**config.mk**
```make
export PLATFORM = sky130hd
export DESIGN_NAME = radio_ramp_seq
export DESIGN_NICKNAME = d
export VERILOG_FILES = /design/src/rtl/radio_seq_pkg.sv /design/src/rtl/radio_seq_timer.sv /design/src/rtl/radio_ramp_seq.sv
export SDC_FILE = /design/constraint.sdc
export NUM_CORES = 1
export LEC_CHECK = 0
export BUFFER_PORTS_ARGS = -buffer_cell sky130_fd_sc_hd__buf_2
export CAP_MARGIN = 20
export CORE_MARGIN = 2
export CORE_UTILIZATION = 50
export CTS_CLUSTER_DIAMETER = 30
export DETAILED_ROUTE_END_ITERATION = 7
export PLACE_DENSITY_LB_ADDON = 0.15
export SLEW_MARGIN = 30
export SYNTH_ARGS = -nofsm -noshare
export SYNTH_HDL_FRONTEND = slang
export SYNTH_HIERARCHICAL = 1
export SYNTH_SLANG_ARGS = --single-unit
export TNS_END_PERCENT = 5
```
**constraint.sdc**
```tcl
create_clock -name ck -period 3.2 [get_ports ck]
set_clock_uncertainty 0.1 [all_clocks]
set_input_delay 0.64 -clock ck [delete_from_list [all_inputs] [get_ports ck]]
set_output_delay 0.64 -clock ck [all_outputs]
set_load 0.05 [all_outputs]
```
**src/rtl/radio_seq_pkg.sv**
```systemverilog
// radio_seq_pkg
// Shared types and default constants for the radio power-up sequencer.
//   seq_state_e      : 3-bit FSM state encoding (also driven out as seqState)
//   DEF_*            : default cycle constants and counter width
package radio_seq_pkg;

  localparam int STATE_W             = 3;
  localparam int DEF_LDO_RAMP_CYC    = 16;
  localparam int DEF_PLL_TIMEOUT_CYC = 200;
  localparam int DEF_RAMP_DOWN_CYC   = 4;
  localparam int DEF_CNT_W           = 8;

  typedef enum logic [STATE_W-1:0] {
    ST_IDLE     = 3'd0,
    ST_RAMP_LDO = 3'd1,
    ST_RAMP_PLL = 3'd2,
    ST_ACTIVE   = 3'd3,
    ST_DISABLE  = 3'd4,
    ST_ERROR    = 3'd5
  } seq_state_e;

endpackage

```
**src/rtl/radio_seq_timer.sv**
```systemverilog
// radio_seq_timer
// Saturating up-counter shared by the LDO ramp, PLL timeout and ramp-down
// phases. Terminal count is a combinational compare against term.
// Ports:
//   ck    in   clock
//   arst  in   synchronous active-high reset (count -> 0)
//   clr   in   synchronous clear (count -> 0)
//   en    in   count enable
//   term  in   CNT_W terminal-count compare value
//   tc    out  1 when count == term
module radio_seq_timer #(
  parameter int CNT_W = 8
) (
  input  logic             ck,
  input  logic             arst,
  input  logic             clr,
  input  logic             en,
  input  logic [CNT_W-1:0] term,
  output logic             tc
);

  logic [CNT_W-1:0] cnt;

  // Holds at all-ones so a long lock wait can never wrap back into a
  // spurious terminal-count match.
  always_ff @(posedge ck) begin
    if (arst || clr) begin
      cnt <= '0;
    end else if (en && (cnt != '1)) begin
      cnt <= cnt + 1'b1;
    end
  end

  assign tc = (cnt == term);

endmodule

```
**src/rtl/radio_ramp_seq.sv**
```systemverilog
// radio_ramp_seq
// Radio power-up / power-down sequencer: LDO ramp, PLL enable and lock wait,
// RX/TX enable, then ordered ramp-down when the request drops.
// Optional build macro: RADIO_SEQ_PLL_TIMEOUT_EN (PLL lock timeout -> ERROR).
// Ports:
//   ck, arst                 clock, synchronous active-high reset
//   isolate                  1 = clamp functional outputs to 0 (FSM keeps running)
//   radioEnable, radioRxEn   request and mode (1 = RX) from the timing engine
//   pllLock                  PLL lock indicator
//   ldoEn, pllEn, rxOn, txOn radio supply / enable controls
//   radioReady, timeoutErr   status (ACTIVE, ERROR)
//   seqState                 current state encoding (debug)
//
// state    | meaning
// ---------+----------------------------------------------
// IDLE     | all off, waiting for radioEnable
// RAMP_LDO | LDO on, waiting LDO_RAMP_CYC cycles
// RAMP_PLL | LDO + PLL on, waiting for pllLock
// ACTIVE   | radio up, RX or TX per latched mode
// DISABLE  | PLL off, LDO held RAMP_DOWN_CYC cycles
// ERROR    | PLL lock timeout, waiting for radioEnable low
module radio_ramp_seq
  import radio_seq_pkg::*;
#(
  parameter int LDO_RAMP_CYC    = DEF_LDO_RAMP_CYC,
  parameter int PLL_TIMEOUT_CYC = DEF_PLL_TIMEOUT_CYC,
  parameter int RAMP_DOWN_CYC   = DEF_RAMP_DOWN_CYC,
  parameter int CNT_W           = DEF_CNT_W
) (
  input  logic         ck,
  input  logic         arst,
  input  logic         isolate,
  input  logic         radioEnable,
  input  logic         radioRxEn,
  input  logic         pllLock,
  output logic         ldoEn,
  output logic         pllEn,
  output logic         rxOn,
  output logic         txOn,
  output logic         radioReady,
  output logic         timeoutErr,
  output logic [2:0]   seqState
);

  seq_state_e       state_q, state_d;
  logic             mode_q, mode_ld;
  logic             tmr_clr, tmr_en, tmr_tc;
  logic [CNT_W-1:0] tmr_term;
  logic             ldo_raw, pll_raw, rx_raw, tx_raw, rdy_raw, err_raw;

  always_ff @(posedge ck) begin
    if (arst) begin
      state_q <= ST_IDLE;
      mode_q  <= 1'b0;
    end else begin
      state_q <= state_d;
      if (mode_ld) begin
        mode_q <= radioRxEn;
      end
    end
  end

  always_comb begin
    state_d = state_q;
    mode_ld = 1'b0;
    case (state_q)
      ST_IDLE: begin
        if (radioEnable) begin
          state_d = ST_RAMP_LDO;
          mode_ld = 1'b1;
        end
      end
      ST_RAMP_LDO: begin
        if (!radioEnable)  state_d = ST_DISABLE;
        else if (tmr_tc)   state_d = ST_RAMP_PLL;
      end
      ST_RAMP_PLL: begin
        if (!radioEnable)  state_d = ST_DISABLE;
        else if (pllLock)  state_d = ST_ACTIVE;
`ifdef RADIO_SEQ_PLL_TIMEOUT_EN
        else if (tmr_tc)   state_d = ST_ERROR;
`endif
      end
      ST_ACTIVE: begin
        if (!radioEnable)  state_d = ST_DISABLE;
      end
      ST_DISABLE: begin
        if (tmr_tc)        state_d = ST_IDLE;
      end
      ST_ERROR: begin
        if (!radioEnable)  state_d = ST_IDLE;
      end
      default: state_d = ST_IDLE;
    endcase
  end

  // Every state change restarts the shared counter at 0 for the new phase.
  assign tmr_clr = (state_d != state_q) || (state_q == ST_IDLE);
  assign tmr_en  = (state_q != ST_IDLE);

  always_comb begin
    tmr_term = '0;
    case (state_q)
      ST_RAMP_LDO: tmr_term = CNT_W'(LDO_RAMP_CYC - 1);
      ST_RAMP_PLL: tmr_term = CNT_W'(PLL_TIMEOUT_CYC - 1);
      ST_DISABLE:  tmr_term = CNT_W'(RAMP_DOWN_CYC - 1);
      default:     tmr_term = '0;
    endcase
  end

  radio_seq_timer #(
    .CNT_W (CNT_W)
  ) u_timer (
    .ck   (ck),
    .arst (arst),
    .clr  (tmr_clr),
    .en   (tmr_en),
    .term (tmr_term),
    .tc   (tmr_tc)
  );

  always_comb begin
    ldo_raw = 1'b0;
    pll_raw = 1'b0;
    rx_raw  = 1'b0;
    tx_raw  = 1'b0;
    rdy_raw = 1'b0;
    err_raw = 1'b0;
    case (state_q)
      ST_RAMP_LDO: ldo_raw = 1'b1;
      ST_RAMP_PLL: begin
        ldo_raw = 1'b1;
        pll_raw = 1'b1;
      end
      ST_ACTIVE: begin
        ldo_raw = 1'b1;
        pll_raw = 1'b1;
        rdy_raw = 1'b1;
        rx_raw  = mode_q;
        tx_raw  = !mode_q;
      end
      ST_DISABLE: ldo_raw = 1'b1;
`ifdef RADIO_SEQ_PLL_TIMEOUT_EN
      ST_ERROR:   err_raw = 1'b1;
`endif
      default: ;
    endcase
  end

  assign ldoEn      = ldo_raw & !isolate;
  assign pllEn      = pll_raw & !isolate;
  assign rxOn       = rx_raw  & !isolate;
  assign txOn       = tx_raw  & !isolate;
  assign radioReady = rdy_raw & !isolate;
`ifdef RADIO_SEQ_PLL_TIMEOUT_EN
  assign timeoutErr = err_raw & !isolate;
`else
  assign timeoutErr = 1'b0;
`endif
  // Debug readback stays visible under isolation so the running FSM can be
  // observed while the radio controls are clamped.
  assign seqState   = state_q;

endmodule

```
Yosys cells after proc, flatten, opt, wreduce, memory -nomap -nowiden
Cells that the tools add are included.
Storage, ports and cells
  input bits: 6
  register bits after elaboration: 12
Operators by class
  bitwise gates (word level): 5
  eq/ne operators: 8
  mux-type cells: 17
  add/subtract/negate cells: 1
  reductions and logical operators: 9
Operators with widths (count)
  2-to-1 mux 3 bit: 8
  case mux 8 bit (3 select lines): 1
  case mux 3 bit (6 select lines): 1
  adder 8 x 1 -> 8 bit, second input constant: 1
  equality test 8 bit: 1
  != test 8 bit, second input constant: 1
  2-to-1 mux 1 bit: 7
  equality test 3 x 2 -> 1 bit, second input constant: 2
  equality test 3 bit, second input constant: 2
  AND 1 bit: 5
  OR reduction 4 bit: 1
  equality test 3 x 1 -> 1 bit, second input constant: 1
  logical NOT 3 bit: 1
  != test 3 bit: 1
  nonzero test 3 bit: 1
  logical NOT 1 bit: 2
  logical OR 1 bit: 2
  OR reduction 2 bit: 1
  logical AND 1 bit: 1

Longest topological paths before layout
  depth in word-level cells: 9
  depth in mapped cells: 13
  gate-level depth less buffers: 12

Cells and area by module
Netlist, hierarchy kept.
Modules (own cells, without submodules)
  radio_seq_timer: area each 509.2 µm², cells an instance 56, sequential area each 160.2 µm², times used 1
  radio_ramp_seq: area each 351.6 µm², cells an instance 44, sequential area each 80.1 µm², times used 1

Worst setup path after synthesis
Ideal clock, no wire load.
  path kind: flip-flop to output port
  from: reg state_q[1], in the netlist seqState[1]
  to: out txOn
  setup slack: -0.037 ns
  cell stages (with the launch flop): 4
  arrival: 2.497 ns
  cells stage by stage: dfxtp_1 buf_4 nand2b_1 nor4_1
Between the ends
  longest elaborated chain between the ends: 3
Ends and longest elaborated chain
  start, declared: RTL line radio_ramp_seq.sv:45  | seq_state_e state_q, state_d;
  start signal, assigned: RTL line radio_ramp_seq.sv:56  | state_q <= state_d;
  equality test 3 x 2 -> 1 bit: RTL line radio_ramp_seq.sv:129  | case (state_q)
  2-to-1 mux 1 bit: RTL line radio_ramp_seq.sv:129
  AND 1 bit: RTL line radio_ramp_seq.sv:153  | assign txOn = tx_raw & !isolate;
  end, declared: RTL line radio_ramp_seq.sv:39  | output logic txOn,
Every way passes these cells.

Final worst setup path
  from: reg state_q[1], in the netlist seqState[1]
  to: reg u_timer.cnt[4]
Between the ends
  longest elaborated chain between the ends: 9
  elaborated cells between the ends (all ways): 22
  those cells by class: 7 x eq/ne; 10 x mux; 5 x reduce/logical
Ends and longest elaborated chain
  equality test 3 bit (tied with other cells): RTL line radio_ramp_seq.sv:103  | case (state_q)
  case mux 8 bit (3 select lines) (*): RTL line radio_ramp_seq.sv:103
  via tmr_term[6]: RTL line radio_ramp_seq.sv:48  | logic [CNT_W-1:0] tmr_term;
  equality test 8 bit (*): RTL line radio_seq_timer.sv:34  | assign tc = (cnt == term);
  via tmr_tc: RTL line radio_ramp_seq.sv:47  | logic tmr_clr, tmr_en, tmr_tc;
  2-to-1 mux 3 bit: RTL line radio_ramp_seq.sv:75  | else if (tmr_tc) state_d = ST_RAMP_PLL;
  2-to-1 mux 3 bit: RTL line radio_ramp_seq.sv:74  | if (!radioEnable) state_d = ST_DISABLE;
  case mux 3 bit (6 select lines) (*): RTL line radio_ramp_seq.sv:66  | case (state_q)
  != test 3 bit (*): RTL line radio_ramp_seq.sv:98  | assign tmr_clr = (state_d != state_q) || (state_q == ST_IDLE);
  logical OR 1 bit (*): RTL line radio_ramp_seq.sv:98
  via tmr_clr: RTL line radio_ramp_seq.sv:47
  logical OR 1 bit (*): RTL line radio_seq_timer.sv:27  | if (arst || clr) begin
  end signal, assigned: RTL line radio_seq_timer.sv:30  | cnt <= cnt + 1'b1;
  end, declared: RTL line radio_seq_timer.sv:22  | logic [CNT_W-1:0] cnt;
The timed path passes the listed nets; every way through them passes the cells marked *.
A chain may end at the register's enable or synchronous reset.

==> results.py <==
metrics = {
    "placement": {
        "io_buffer_count": 13,
        "place_congestion": 0.795,
        "placed_cells": 129,
        "dp_hpwl_mm": 1.32,
    },
    "floorplan": {
        "die_w_um": 45.5,
        "num_io_pins": 15,
        "die_h_um": 45.5,
        "initial_utilization_pct": 55.2,
        "rows": 14,
        "coreArea_um2": 1560,
        "die_area_um2": 2070,
    },
    "logic_synthesis": {
        "ys_ff_latch": 12,
        "ys_seq_area_share_pct": 27.9,
        "synthTopCellsByCount": "dfxtp_1 (12), xnor2_1 (9), nor2_1 (7)",
        "yosys_warnings": 6,
        "synth_area_leaders": "dfxtp_1 (28%), xnor2_1 (9.2%), mux2i_1 (4.7%)",
        "postSynthCellCount": 100,
        "yosysUniqueCellTypes": 45,
        "ys.flop_type": "dfxtp_1",
        "synth_area_per_cell_um2": 8.61,
        "synth_top_area_share_pct": 27.9,
        "ys_async_sr_fraction_pct": 0,
        "synth_top_area_cell": "dfxtp_1",
        "syn-cell-area_um2": 861,
        "synth-edff-count": 0,
        "post-synth-top-count-cell": "dfxtp_1",
    },
    "grt": {
        "overflow": 0,
        "grt_max_degree": 14,
        "antenna_found_initial": 0,
        "first_global_vias": 679,
        "grt_pass1_wl_mm": 3.00,
        "track_usage_pct": 20.0,
    },
    "sta": {
        "hold_ws_ns": 0.440,
        "max_clock_freq_mhz": 350,
        "setup_tns_ns": 0,
        "period_share_pct": 89.3,
        "setup_viol": 0,
        "min_period_ns": 2.86,
        "drv_slew": 0,
        "hold_viol_final": 0,
        "grt_setup_unrepaired": "false",
    },
    "critical_path": {
        "crit_path_end_kind": "flip-flop",
        "worstPathArrival_ns": 2.97,
        "worst-path-max-fanout": 12,
        "start_kind": "flip-flop",
        "cp.required_ns": 3.32,
        "path_class": "flip-flop to flip-flop",
    },
    "clocking": {
        "clk_pin_slew_worst_paths_ns": 0.08,
        "cts.repair.resized": 0,
        "cts_buffer_depth": 2,
        "cts.sinks": 12,
        "cts_root_buffer": "clkbuf_4",
        "clk_latency_ns": 0.28,
        "cts_setup_buffers": 0,
        "htree_num_levels": 1,
        "cts_buffers": 3,
        "postCtsHoldBufs": 0,
        "cts_tree": "built",
    },
    "route": {
        "vias": 770,
        "wl_mm": 1.76,
        "antenna_left": 0,
        "drt_iter0_markers": 15,
        "wl_per_cell_um": 13.2,
        "route.detailed.drc": 0,
        "first_pass_iters": 4,
        "viasPerCell": 5.79,
    },
    "run_status": {
        "status": "completed",
    },
    "finish": {
        "nets": 125,
        "final-instance-count-excl-fill": 133,
        "diodes": 0,
        "drive_gt1_share_pct": 26.5,
        "nFillCells": 136,
        "area_delta_synth_final_pct": 13.8,
    },
    "power_and_ir_drop": {
        "powerDensity_nw_per_um2": 359,
        "peakVddDrop_mv": 0.206,
        "p_leak_nw": 0.376,
    },
    "flow_run": {
        "cap_violations": 0,
    },
    "worst_hold_path": {
        "hp-class": "flip-flop to flip-flop",
    },
}
-- per-layer routing --
metal | GRT usage (%) | vias up | share of wire [%]
met3 | 2.38 | 4 | 3.5
li1 | - | 402 | -
met2 | 29.0 | 19 | 42
met1 | 29.1 | 345 | 53
met5 | 0 | - | 0
met4 | 8.82 | 0 | 1.7
-- logic make-up after synthesis --
family / after synthesis / share of synthesized area (%)
other: 1 / 0.436
xor gates and xnor gates: 9 / 9.16
AOI/OAI and AO/OA: 21 / 18.5
adders and majority gates: 1 / 1.45
DFF: 12 / 27.9
muxes: 4 / 4.65
buffers and inverters: 9 / 6.25
and+or+nand+nor: 43 / 31.7
-- registers in the layout, indices dropped and copies added (netlist names) --
name	count
mode_q	1
seqState	3
u_timer/cnt	8
-- final cells by class --
cell class | instances | area [µm²] | share of cell area [%]
well taps | 16 | 20.0 | 2.04
clock buffers | 4 | 36.3 | 3.70
repair buffers | 16 | 87.6 | 8.94
multi-input cells | 81 | 581 | 59.3
inverters | 4 | 15.0 | 1.53
flip-flops and latches | 12 | 240 | 24.5
-- report_power, final --
part | switching [mW] | total [mW] | internal, mW
sequential | 0.00392 | 0.156 | 0.152
clock | 0.0564 | 0.126 | 0.0692
combinational | 0.0421 | 0.0699 | 0.0278
total | 0.102 | 0.352 | 0.249
-- cell usage in the layout (no fill, tap or decap), types with 2 or more instances in the layout --
master    Yosys  layout
dfxtp_1      12      12
buf_4         3       3
a211oi_1      2       2
or3_1         4       4
nand2b_1      3       3
nand2_1       6       6
inv_1         3       3
o21ai_0       2       2
a21oi_1       4       4
buf_2         1      13
o21bai_1      2       2
mux2i_1       4       4
nand4_1       4       4
conb_1        1       3
clkbuf_4      0       3
xnor2_1       9       9
nor2_1        7       7
nor2b_1       4       4
-- per-stage QoR --
| stage | power [mW] | worst slack [ns] | area (µm²) | util, % |
|---|---|---|---|---|
| global placement | 0.228 | 0.484 | 943 | 60.5 |
| CTS | 0.356 | 0.370 | 980 | 62.8 |
| global route | 0.367 | 0.0218 | 980 | 62.8 |
| finish | 0.352 | 0.343 | 980 | 62.8 |
| floorplan | 0.213 | 0.229 | 875 | - |
| detailed placement | 0.229 | 0.394 | 943 | 60.5 |
-- worst paths after layout --
path             startpoint        endpoint  slack [ns]  cells past startpoint
max             seqState[1]  u_timer/cnt[4]        0.34                     12
min reg2reg  u_timer/cnt[1]  u_timer/cnt[1]        0.44                      2
min          u_timer/cnt[1]  u_timer/cnt[1]        0.44                      2
max reg2reg     seqState[1]  u_timer/cnt[4]        0.34                     12
-- critical path, cell delays in order (launching register included) --
cell      delay, ns
dfxtp_1        0.60
nand2b_1       0.26
nor2_1         0.27
or2_2          0.17
xnor2_1        0.06
nand4_1        0.09
nor2_1         0.08
nor2b_1        0.13
o32ai_1        0.22
a32oi_1        0.10
nor2_1         0.40
o21ai_0        0.18
a21oi_1        0.13
Note: power is estimated with default switching activity, not from simulation.
